$ cat src/rtl/mips_dbg_pkg.sv
// Shared types and constants for the MIPS debug sequencer.
// The optional cycle counter (DBG_CYCLE_CNT_EN) adds a PH_CNT word after the PC.
package mips_dbg_pkg;

    typedef enum logic [2:0] {
        ST_IDLE,
        ST_RUN,
        ST_STEP,
        ST_DUMP_PC,
        ST_DUMP_REG,
        ST_DUMP_MEM,
        ST_SEND
    } dbg_state_t;

    typedef enum logic [1:0] {
        PH_PC,
        PH_CNT,
        PH_REG,
        PH_MEM
    } dump_phase_t;

    localparam logic [7:0] CMD_RUN  = 8'h63;
    localparam logic [7:0] CMD_STEP = 8'h73;
    localparam logic [7:0] CMD_HALT = 8'h68;

    localparam int WORD_BYTES = 4;
    localparam int NUM_REGS   = 32;

endpackage

$ cat src/rtl/dbg_word_serializer.sv
// Loads one datapath word and emits it MSB-first as WORD_BYTES bytes over valid/ready.
// done pulses for one cycle after the last byte is accepted.
module dbg_word_serializer
    import mips_dbg_pkg::*;
#(
    parameter int MSB = 31
) (
    input  logic         clk,
    input  logic         reset,
    input  logic         load,
    input  logic [MSB:0] word,
    input  logic         tx_ready,
    output logic [7:0]   tx_data,
    output logic         tx_valid,
    output logic         done
);

    localparam logic [1:0] LAST_BYTE = 2'(WORD_BYTES - 1);

    logic [MSB:0] shift_q;
    logic [1:0]   byte_cnt;

    assign tx_data = shift_q[MSB -: 8];

    always_ff @(posedge clk) begin
        if (reset) begin
            shift_q  <= '0;
            byte_cnt <= '0;
            tx_valid <= 1'b0;
            done     <= 1'b0;
        end else begin
            done <= 1'b0;
            if (load) begin
                shift_q  <= word;
                byte_cnt <= '0;
                tx_valid <= 1'b1;
            end else if (tx_valid && tx_ready) begin
                shift_q  <= shift_q << 8;
                byte_cnt <= byte_cnt + 2'd1;
                if (byte_cnt == LAST_BYTE) begin
                    tx_valid <= 1'b0;
                    done     <= 1'b1;
                end
            end
        end
    end

endmodule

$ cat src/rtl/mips_debug_ctrl.sv
// Debug sequencer for the 5-stage MIPS core: run/step/halt via UART commands, then
// dumps PC, GPRs and data memory as a byte stream. Optional macro: DBG_CYCLE_CNT_EN.
//
//  state        | meaning
//  -------------+-----------------------------------------------------------
//  ST_IDLE      | waiting for 'c' or 's'
//  ST_RUN       | core enabled until pc_end or 'h'
//  ST_STEP      | one-cycle enable pulse (skipped when pc_end), then dump
//  ST_DUMP_PC   | capture PC (or cycle counter) into the serializer
//  ST_DUMP_REG  | register address settles one cycle, then capture
//  ST_DUMP_MEM  | memory address settles one cycle, then capture
//  ST_SEND      | serializer busy; advance index/phase when it finishes
module mips_debug_ctrl
    import mips_dbg_pkg::*;
#(
    parameter int MSB       = 31,
    parameter int MEM_WORDS = 32
) (
    input  logic         clk,
    input  logic         reset,
    input  logic [7:0]   rx_data,
    input  logic         rx_valid,
    output logic [7:0]   tx_data,
    output logic         tx_valid,
    input  logic         tx_ready,
    output logic         mdb_ena,
    output logic [4:0]   du_areg,
    output logic         du_c1,
    output logic [MSB:0] du_amem,
    output logic         du_c2,
    input  logic [MSB:0] pc_in,
    input  logic         pc_end,
    input  logic [MSB:0] reg_data,
    input  logic [MSB:0] mem_data,
    output logic         busy
);

`ifdef DBG_CYCLE_CNT_EN
    localparam bit CNT_EN = 1'b1;
`else
    localparam bit CNT_EN = 1'b0;
`endif

    localparam logic [7:0] LAST_REG = 8'(NUM_REGS - 1);
    localparam logic [7:0] LAST_MEM = 8'(MEM_WORDS - 1);

    dbg_state_t   state;
    dump_phase_t  phase;
    logic [7:0]   idx;
    logic [7:0]   idx_next;
    logic         rd_wait;
    logic         step_fired;
    logic         ser_load;
    logic [MSB:0] ser_word;
    logic         ser_done;

    assign idx_next = idx + 8'd1;

`ifdef DBG_CYCLE_CNT_EN
    logic [MSB:0] cyc_cnt;

    always_ff @(posedge clk) begin
        if (reset)
            cyc_cnt <= '0;
        else if (mdb_ena)
            cyc_cnt <= cyc_cnt + 1'b1;
    end
`endif

    // Capture strobe and data source for the serializer's shift register.
    always_comb begin
        ser_load = 1'b0;
        ser_word = pc_in;
        case (state)
            ST_DUMP_PC: begin
                ser_load = 1'b1;
`ifdef DBG_CYCLE_CNT_EN
                if (phase == PH_CNT)
                    ser_word = cyc_cnt;
`endif
            end
            ST_DUMP_REG: begin
                ser_load = !rd_wait;
                ser_word = reg_data;
            end
            ST_DUMP_MEM: begin
                ser_load = !rd_wait;
                ser_word = mem_data;
            end
            default: ;
        endcase
    end

    always_ff @(posedge clk) begin
        if (reset) begin
            state      <= ST_IDLE;
            phase      <= PH_PC;
            idx        <= '0;
            rd_wait    <= 1'b0;
            step_fired <= 1'b0;
            mdb_ena    <= 1'b0;
            du_areg    <= '0;
            du_c1      <= 1'b0;
            du_amem    <= '0;
            du_c2      <= 1'b0;
            busy       <= 1'b0;
        end else begin
            case (state)
                ST_IDLE: begin
                    mdb_ena <= 1'b0;
                    if (rx_valid && rx_data == CMD_RUN) begin
                        state <= ST_RUN;
                        busy  <= 1'b1;
                    end else if (rx_valid && rx_data == CMD_STEP) begin
                        state      <= ST_STEP;
                        step_fired <= 1'b0;
                        busy       <= 1'b1;
                    end
                end
                ST_RUN: begin
                    if (pc_end || (rx_valid && rx_data == CMD_HALT)) begin
                        mdb_ena <= 1'b0;
                        phase   <= PH_PC;
                        state   <= ST_DUMP_PC;
                    end else begin
                        mdb_ena <= 1'b1;
                    end
                end
                ST_STEP: begin
                    if (!step_fired) begin
                        mdb_ena    <= !pc_end;
                        step_fired <= 1'b1;
                    end else begin
                        mdb_ena <= 1'b0;
                        phase   <= PH_PC;
                        state   <= ST_DUMP_PC;
                    end
                end
                ST_DUMP_PC: state <= ST_SEND;
                ST_DUMP_REG, ST_DUMP_MEM: begin
                    if (rd_wait)
                        rd_wait <= 1'b0;
                    else
                        state <= ST_SEND;
                end
                ST_SEND: begin
                    if (ser_done) begin
                        case (phase)
                            PH_PC, PH_CNT: begin
                                if (phase == PH_PC && CNT_EN) begin
                                    phase <= PH_CNT;
                                    state <= ST_DUMP_PC;
                                end else begin
                                    phase   <= PH_REG;
                                    idx     <= '0;
                                    du_c1   <= 1'b1;
                                    du_areg <= '0;
                                    rd_wait <= 1'b1;
                                    state   <= ST_DUMP_REG;
                                end
                            end
                            PH_REG: begin
                                if (idx == LAST_REG) begin
                                    du_c1   <= 1'b0;
                                    phase   <= PH_MEM;
                                    idx     <= '0;
                                    du_c2   <= 1'b1;
                                    du_amem <= '0;
                                    rd_wait <= 1'b1;
                                    state   <= ST_DUMP_MEM;
                                end else begin
                                    idx     <= idx_next;
                                    du_areg <= 5'(idx_next);
                                    rd_wait <= 1'b1;
                                    state   <= ST_DUMP_REG;
                                end
                            end
                            PH_MEM: begin
                                if (idx == LAST_MEM) begin
                                    du_c2 <= 1'b0;
                                    idx   <= '0;
                                    phase <= PH_PC;
                                    busy  <= 1'b0;
                                    state <= ST_IDLE;
                                end else begin
                                    idx     <= idx_next;
                                    du_amem <= (MSB+1)'({idx_next, 2'b00});
                                    rd_wait <= 1'b1;
                                    state   <= ST_DUMP_MEM;
                                end
                            end
                            default: state <= ST_IDLE;
                        endcase
                    end
                end
                default: begin
                    busy  <= 1'b0;
                    state <= ST_IDLE;
                end
            endcase
        end
    end

    dbg_word_serializer #(
        .MSB (MSB)
    ) u_ser (
        .clk      (clk),
        .reset    (reset),
        .load     (ser_load),
        .word     (ser_word),
        .tx_ready (tx_ready),
        .tx_data  (tx_data),
        .tx_valid (tx_valid),
        .done     (ser_done)
    );

endmodule
$ cat config.mk
export PLATFORM = sky130hd
export DESIGN_NAME = mips_debug_ctrl
export DESIGN_NICKNAME = d
export VERILOG_FILES = /design/src/rtl/mips_dbg_pkg.sv /design/src/rtl/dbg_word_serializer.sv /design/src/rtl/mips_debug_ctrl.sv
export SDC_FILE = /design/constraint.sdc
export NUM_CORES = 1
export LEC_CHECK = 0
export ABC_AREA = 1
export CAP_MARGIN = 20
export CORE_ASPECT_RATIO = 1.1
export CORE_UTILIZATION = 41
export CTS_CLUSTER_SIZE = 40
export DETAILED_ROUTE_END_ITERATION = 6
export PLACE_DENSITY_LB_ADDON = 0.12
export RECOVER_POWER = 50
export SYNTH_ARGS = -nofsm -noshare
export SYNTH_HDL_FRONTEND = slang
export SYNTH_SLANG_ARGS = --single-unit
$ cat constraint.sdc
create_clock -name clk -period 1.57 [get_ports clk]
set_input_delay 0.314 -clock clk [delete_from_list [all_inputs] [get_ports clk]]
set_output_delay 0.314 -clock clk [all_outputs]
set_load 0.05 [all_outputs]
; ---- Word level (Yosys, flattened, before mapping)
; Index checks and enable logic that the tools add are counted.
; W data, S select, Z words.
[word_totals]
output_inout_bits = 50
register_bits = 92
word_cells = 135
inputBits = 109
[classes]
bitwise = 2
muxes = 51
add_sub_neg = 2
n_reduce_logical = 35
eq_ne = 30
[op_table]
columns = cell, n
row1 = $mux W32, 4
row2 = $pmux W32 S2, 2
row3 = $eq A8 B7 Y1 const B, 3
row4 = $ne A2 B2 Y1 const B, 11
row5 = $mux W3, 7
row6 = $reduce_and A5 Y1, 4
row7 = $pmux W3 S6, 1
row8 = $mux W1, 17
row9 = $pmux W8 S2, 1
row10 = $ne A3 B3 Y1 const B, 4
row11 = $pmux W1 S2, 6
row12 = $pmux W2 S3, 2
row13 = $reduce_bool A2 Y1, 6
row14 = $mux W2, 5
row15 = $pmux W5 S2, 1
row16 = $eq A3 B3 Y1 const B, 3
row17 = $pmux W3 S3, 1
row18 = $add A8 B1 Y8 const B, 1
row19 = $eq A8 B5 Y1 const B, 1
row20 = $mux W8, 1
row21 = $reduce_and A4 Y1, 2
row22 = $reduce_or A2 Y1, 4
row23 = $eq A2 B2 Y1 const B, 3
row24 = $eq A3 B2 Y1 const B, 2
row25 = other kinds (18), 28

; ---- Longest topological paths before layout
[logic_depth]
depth_word = 5
depth_mapped = 12
depth_no_buf = 11

; ---- Modules after synthesis
; From an unflattened synthesis, not the netlist that was laid out.
[hier_totals]
cells_unflattened = 671
area_unflattened_um2 = 4420.5
[by_module_without_submodules]
columns = mod, n_inst, cells_per_inst, seq_area_each_um2, area_per_inst_um2
row1 = mips_debug_ctrl, 1, 423, 640.6, 2426.1
row2 = dbg_word_serializer, 1, 248, 720.7, 1994.4

; ---- Worst setup path before layout
; Ideal clock, no wire load.
[synth_path]
path_kind = register -> register
start = reg u_ser.tx_valid
end = reg u_ser.shift_q[28]
arrival_time_ns = 1.456
setup_ns = 0.110
required_ns = 1.460
period_less_slack_ns = 1.566
n_path_buf = 1
slack_ns = 0.004
path_stages_with_launch = 9
cell_sequence = dfxtp_1 -> nand2_1 -> inv_1 -> nor2_4 -> buf_2 -> nand2_1 -> nand3_1 -> nand2_1 -> inv_1
[synth_between]
elab_chain_cells = 2
[synth_lines]
columns = element, line_no
row1 = "start, declared", dbg_word_serializer.sv:14  ; output logic tx_valid,
row2 = "start signal, assigned", dbg_word_serializer.sv:29  ; tx_valid <= 1'b0;
row3 = "start signal, assigned", dbg_word_serializer.sv:36  ; tx_valid <= 1'b1;
row4 = "start signal, assigned", dbg_word_serializer.sv:41  ; tx_valid <= 1'b0;
row5 = $logic_and A1 B1 Y1, dbg_word_serializer.sv:37  ; end else if (tx_valid && tx_ready) begin
row6 = $reduce_bool A2 Y1 (no source line), n/a
row7 = "end signal, assigned", dbg_word_serializer.sv:34  ; shift_q <= word;
row8 = "end signal, assigned", dbg_word_serializer.sv:38  ; shift_q <= shift_q << 8;
row9 = "end, declared", dbg_word_serializer.sv:20  ; logic [MSB:0] shift_q;
; No other way between the ends.
; A chain may end at the register's enable or synchronous reset.

; ---- Worst setup path in the final report
[layout_path]
start = reg state[0]
end = reg u_ser.shift_q[23]
[layout_between]
elab_chain_cells = 4
[layout_lines]
columns = element, line_no
row1 = "start, declared", mips_debug_ctrl.sv:47  ; dbg_state_t state;
row2 = "start signal, assigned", mips_debug_ctrl.sv:96  ; state <= ST_IDLE;
row3 = "start signal, assigned", mips_debug_ctrl.sv:112  ; state <= ST_RUN;
row4 = "start signal, assigned", mips_debug_ctrl.sv:115  ; state <= ST_STEP;
row5 = $eq A3 B3 Y1, mips_debug_ctrl.sv:74  ; case (state)
row6 = $reduce_or A2 Y1, n/a
row7 = $pmux W1 S2, mips_debug_ctrl.sv:74
row8 = $mux W32 or $reduce_bool A2 Y1 (tied branches), n/a
; Several ways; a longest one is shown, not always the timed one.

==> flow_summary.ini <==
[outcome]
status = finished, final reports clean

[clock_tree]
worstSkewPairLatency_ns = 0.36
cts_buffer_depth = 2
clockRootBuffer = clkbuf_8
cts_sinks = 68
cts_buffers = 9
cts_max_level = 3
clk_pin_slew_worst_paths_ns = 0.08
cts_tree = yes

[drt]
drcViolationCount = 0
wl_per_cell_um = 13.3
routed_via_density = 4.81
drt-total-wl_um = 13100
num_vias = 4760
ant_nets = 0
dr.pass1.iters = 5
drtIter0Drc = 203

[setup_path]
path_buf_inv = 3
path_cells = buf_6, nand3_4, nand2_4, nor2_8, nor2_8, nor2_4, clkbuf_16, nand2_1, nand3_1, nand2_1, inv_1
endpoint_kind = register
crit_family = simple AND/OR/NAND/NOR gates
slowest_stage = dfxtp_4
startpoint_type = register
path_class = reg -> reg
path_max_fanout = 16
worstPathArrival_ns = 1.87
cp.required_ns = 1.87
critPathMaxStageDelay_ns = 0.37

[synthesis]
synth_top_cells_by_count = nand2_1 (234), inv_1 (92), nand3_1 (76)
synth_top_area_share_pct = 31.9
yosysSeqAreaShare_pct = 31.9
syn_area_per_cell_um2 = 6.07
synthArstFlopShare_pct = 0
synth_warnings = 0
synth_area_um2 = 4270
yosys.cell_count.top_type = nand2_1
ys_seq_elements = 68
ys_types = 29
synth_edf_count = 0
synth_top_cell_by_area = dfxtp_1
syn_inst = 703
synth_ff_type = dfxtp_1
synth_area_leaders = dfxtp_1 (32%), nand2_1 (21%), nand3_1 (8.9%), inv_1 (8.1%), buf_4 (6.3%)

[power]
swShare_pct = 30.1
combPwrFrac_pct = 20.9
p_sw_mw = 1.25
intPower_mw = 2.89
powerDensity_nw_per_um2 = 637
p_leak_nw = 3.35
peakVddDrop_v = 0.000499
pwr-share-clk_pct = 36.2
seqPwrFrac_pct = 42.9

[timing]
hold_viol = 0
max-slew-margin-rel_pct = 66.0
tightest_slew_ns = 0.509
finalCritPeriodShare_pct = 99.8
finalSetupViolations = 0
finalWorstPathRequiredPeriod_ns = 1.57
maxSlewViolCount = 0
skew_ns = 0.00725
holdWs_ns = 0.464
rsz0062_at_grt = yes
setup_tns_ns = 0
max_freq_mhz = 638

[grt]
grtUsageMet3_pct = 3.97
globalRoute.busiestLayer = met2
grt_first_pass_wirelength_um = 19500
grt_util_met1_pct = 24.8
antenna_found_initial = 0
grt_pass1_vias = 4342
grt_max_degree = 36
use_met2_pct = 43.4
track_usage_pct = 22.6
overflow = 0

[run]
max-cap-violations = 0

[floorplan]
initial_utilization_pct = 42.7
core_area_um2 = 9980
fp.dieH_um = 109
die_area_um2 = 10800
row_count = 38
io-pin-count = 159
die_w_um = 99.3

[place]
io_buffers = 134
place.gp.congestion = 0.892
placed_area_um2 = 5960
dp_hpwl_um = 9220

[finish]
syn_to_final_growth_pct = 52.3
nNetsFinal = 976
drive_gt1_share_pct = 18.9
postLayoutCellArea_um2 = 6500
antennaDiodeCount = 0

[hold_path]
worstHoldPathType = reg -> reg
[layer usage]
metal	up-vias	share of wire, %
li1	2439	-
met1	2162	40
met2	135	53
met3	24	5.1
met4	0	1.9
met5	-	0
[cell usage in the layout, fill, tap and decap left out, types with 5 or more instances in the layout]
master / instances
nand2_1: 209
clkdlybuf4s50_1: 108
inv_1: 89
nand3_1: 68
dfxtp_1: 63
nor2_1: 53
buf_4: 41
a21oi_1: 33
o21ai_1: 30
conb_1: 24
nand2_2: 17
clkbuf_2: 14
nand2_4: 10
buf_12: 10
nor2_4: 9
clkbuf_8: 9
dlymetal6s2s_1: 9
a21oi_2: 7
nand3_2: 7
inv_2: 6
nor2_2: 6
xor2_1: 5
[power by group through the flow]
stage | combinational (mW) | sequential, mW | clock, mW
global placement | 0.845 | 1.82 | 0
global route | 0.927 | 1.78 | 1.60
finish | 0.865 | 1.78 | 1.50
detailed placement | 0.846 | 1.82 | 0
CTS | 0.855 | 1.78 | 1.50
floorplan | 0.439 | 1.83 | 0
[worst min-delay path: cells and delay by family, from the launching register on]
| family | cells | cell delay [ns] |
|---|---|---|
| and+or+nand+nor | 1 | 0.06 |
| DFF | 1 | 0.31 |
| AOI/OAI and AO/OA | 1 | 0.05 |
[flip-flops by register name (all words and copies together), names as in the netlist]
name,cells
phase,2
u_ser.done,1
du_areg,5
du_c2,1
u_ser.shift_q,32
u_ser.byte_cnt,2
step_fired,1
du_c1,1
u_ser.tx_valid,1
busy,1
rd_wait,1
state,3
du_amem,8
idx,8
mdb_ena,1
[stage by stage]
stage	setup slack, ns	power (mW)	std cells	util, %
detailed placement	-0.195	2.66	962	59.7
finish	0.00271	4.14	990	65.1
CTS	0.00682	4.13	978	62.3
floorplan	0.00415	2.27	726	-
global route	-0.0755	4.31	990	65.1
global placement	-0.153	2.66	962	59.7
[kinds of logic after synthesis]
| family | synth area share (%) |
|---|---|
| AO/OA/AOI/OAI | 9.71 |
| flip-flops | 31.9 |
| other | 0.0879 |
| adder cells (fa/ha/maj) | 0.586 |
| AND/OR/NAND/NOR | 39.0 |
| buffers and inverters | 17.3 |
| XOR/XNOR | 1.44 |
[area by class of cell]
cell class	instances	area [um2]
inverters	96	363
flip-flops and latches	68	1380
clock buffers	9	124
well taps	120	150
clock inverters	7	76.3
repair buffers	189	1910
fillers	944	3490
multi-input cells	501	2500
[path summary, 6_finish.rpt]
check / from / endpoint / slack, ns / cells after the start
max: state[0] / u_ser.shift_q[23] / 0.003 / 11
min: du_areg[0] / du_areg[0] / 0.46 / 2
max reg2reg: state[0] / u_ser.shift_q[23] / 0.003 / 11
min reg2reg: du_areg[0] / du_areg[0] / 0.46 / 2
[what timing repair did]
action / 4_1_cts / 5_1_grt
hold endpoints to repair: 0 / 0
hold buffers: 0 / 0
buffers inserted: 1 / 8
resized for setup: 18 / 64
setup endpoints to repair: 53 / 58
gates cloned: 0 / 4
pin swaps: 4 / 15
Power figures use the tool's default switching activity.
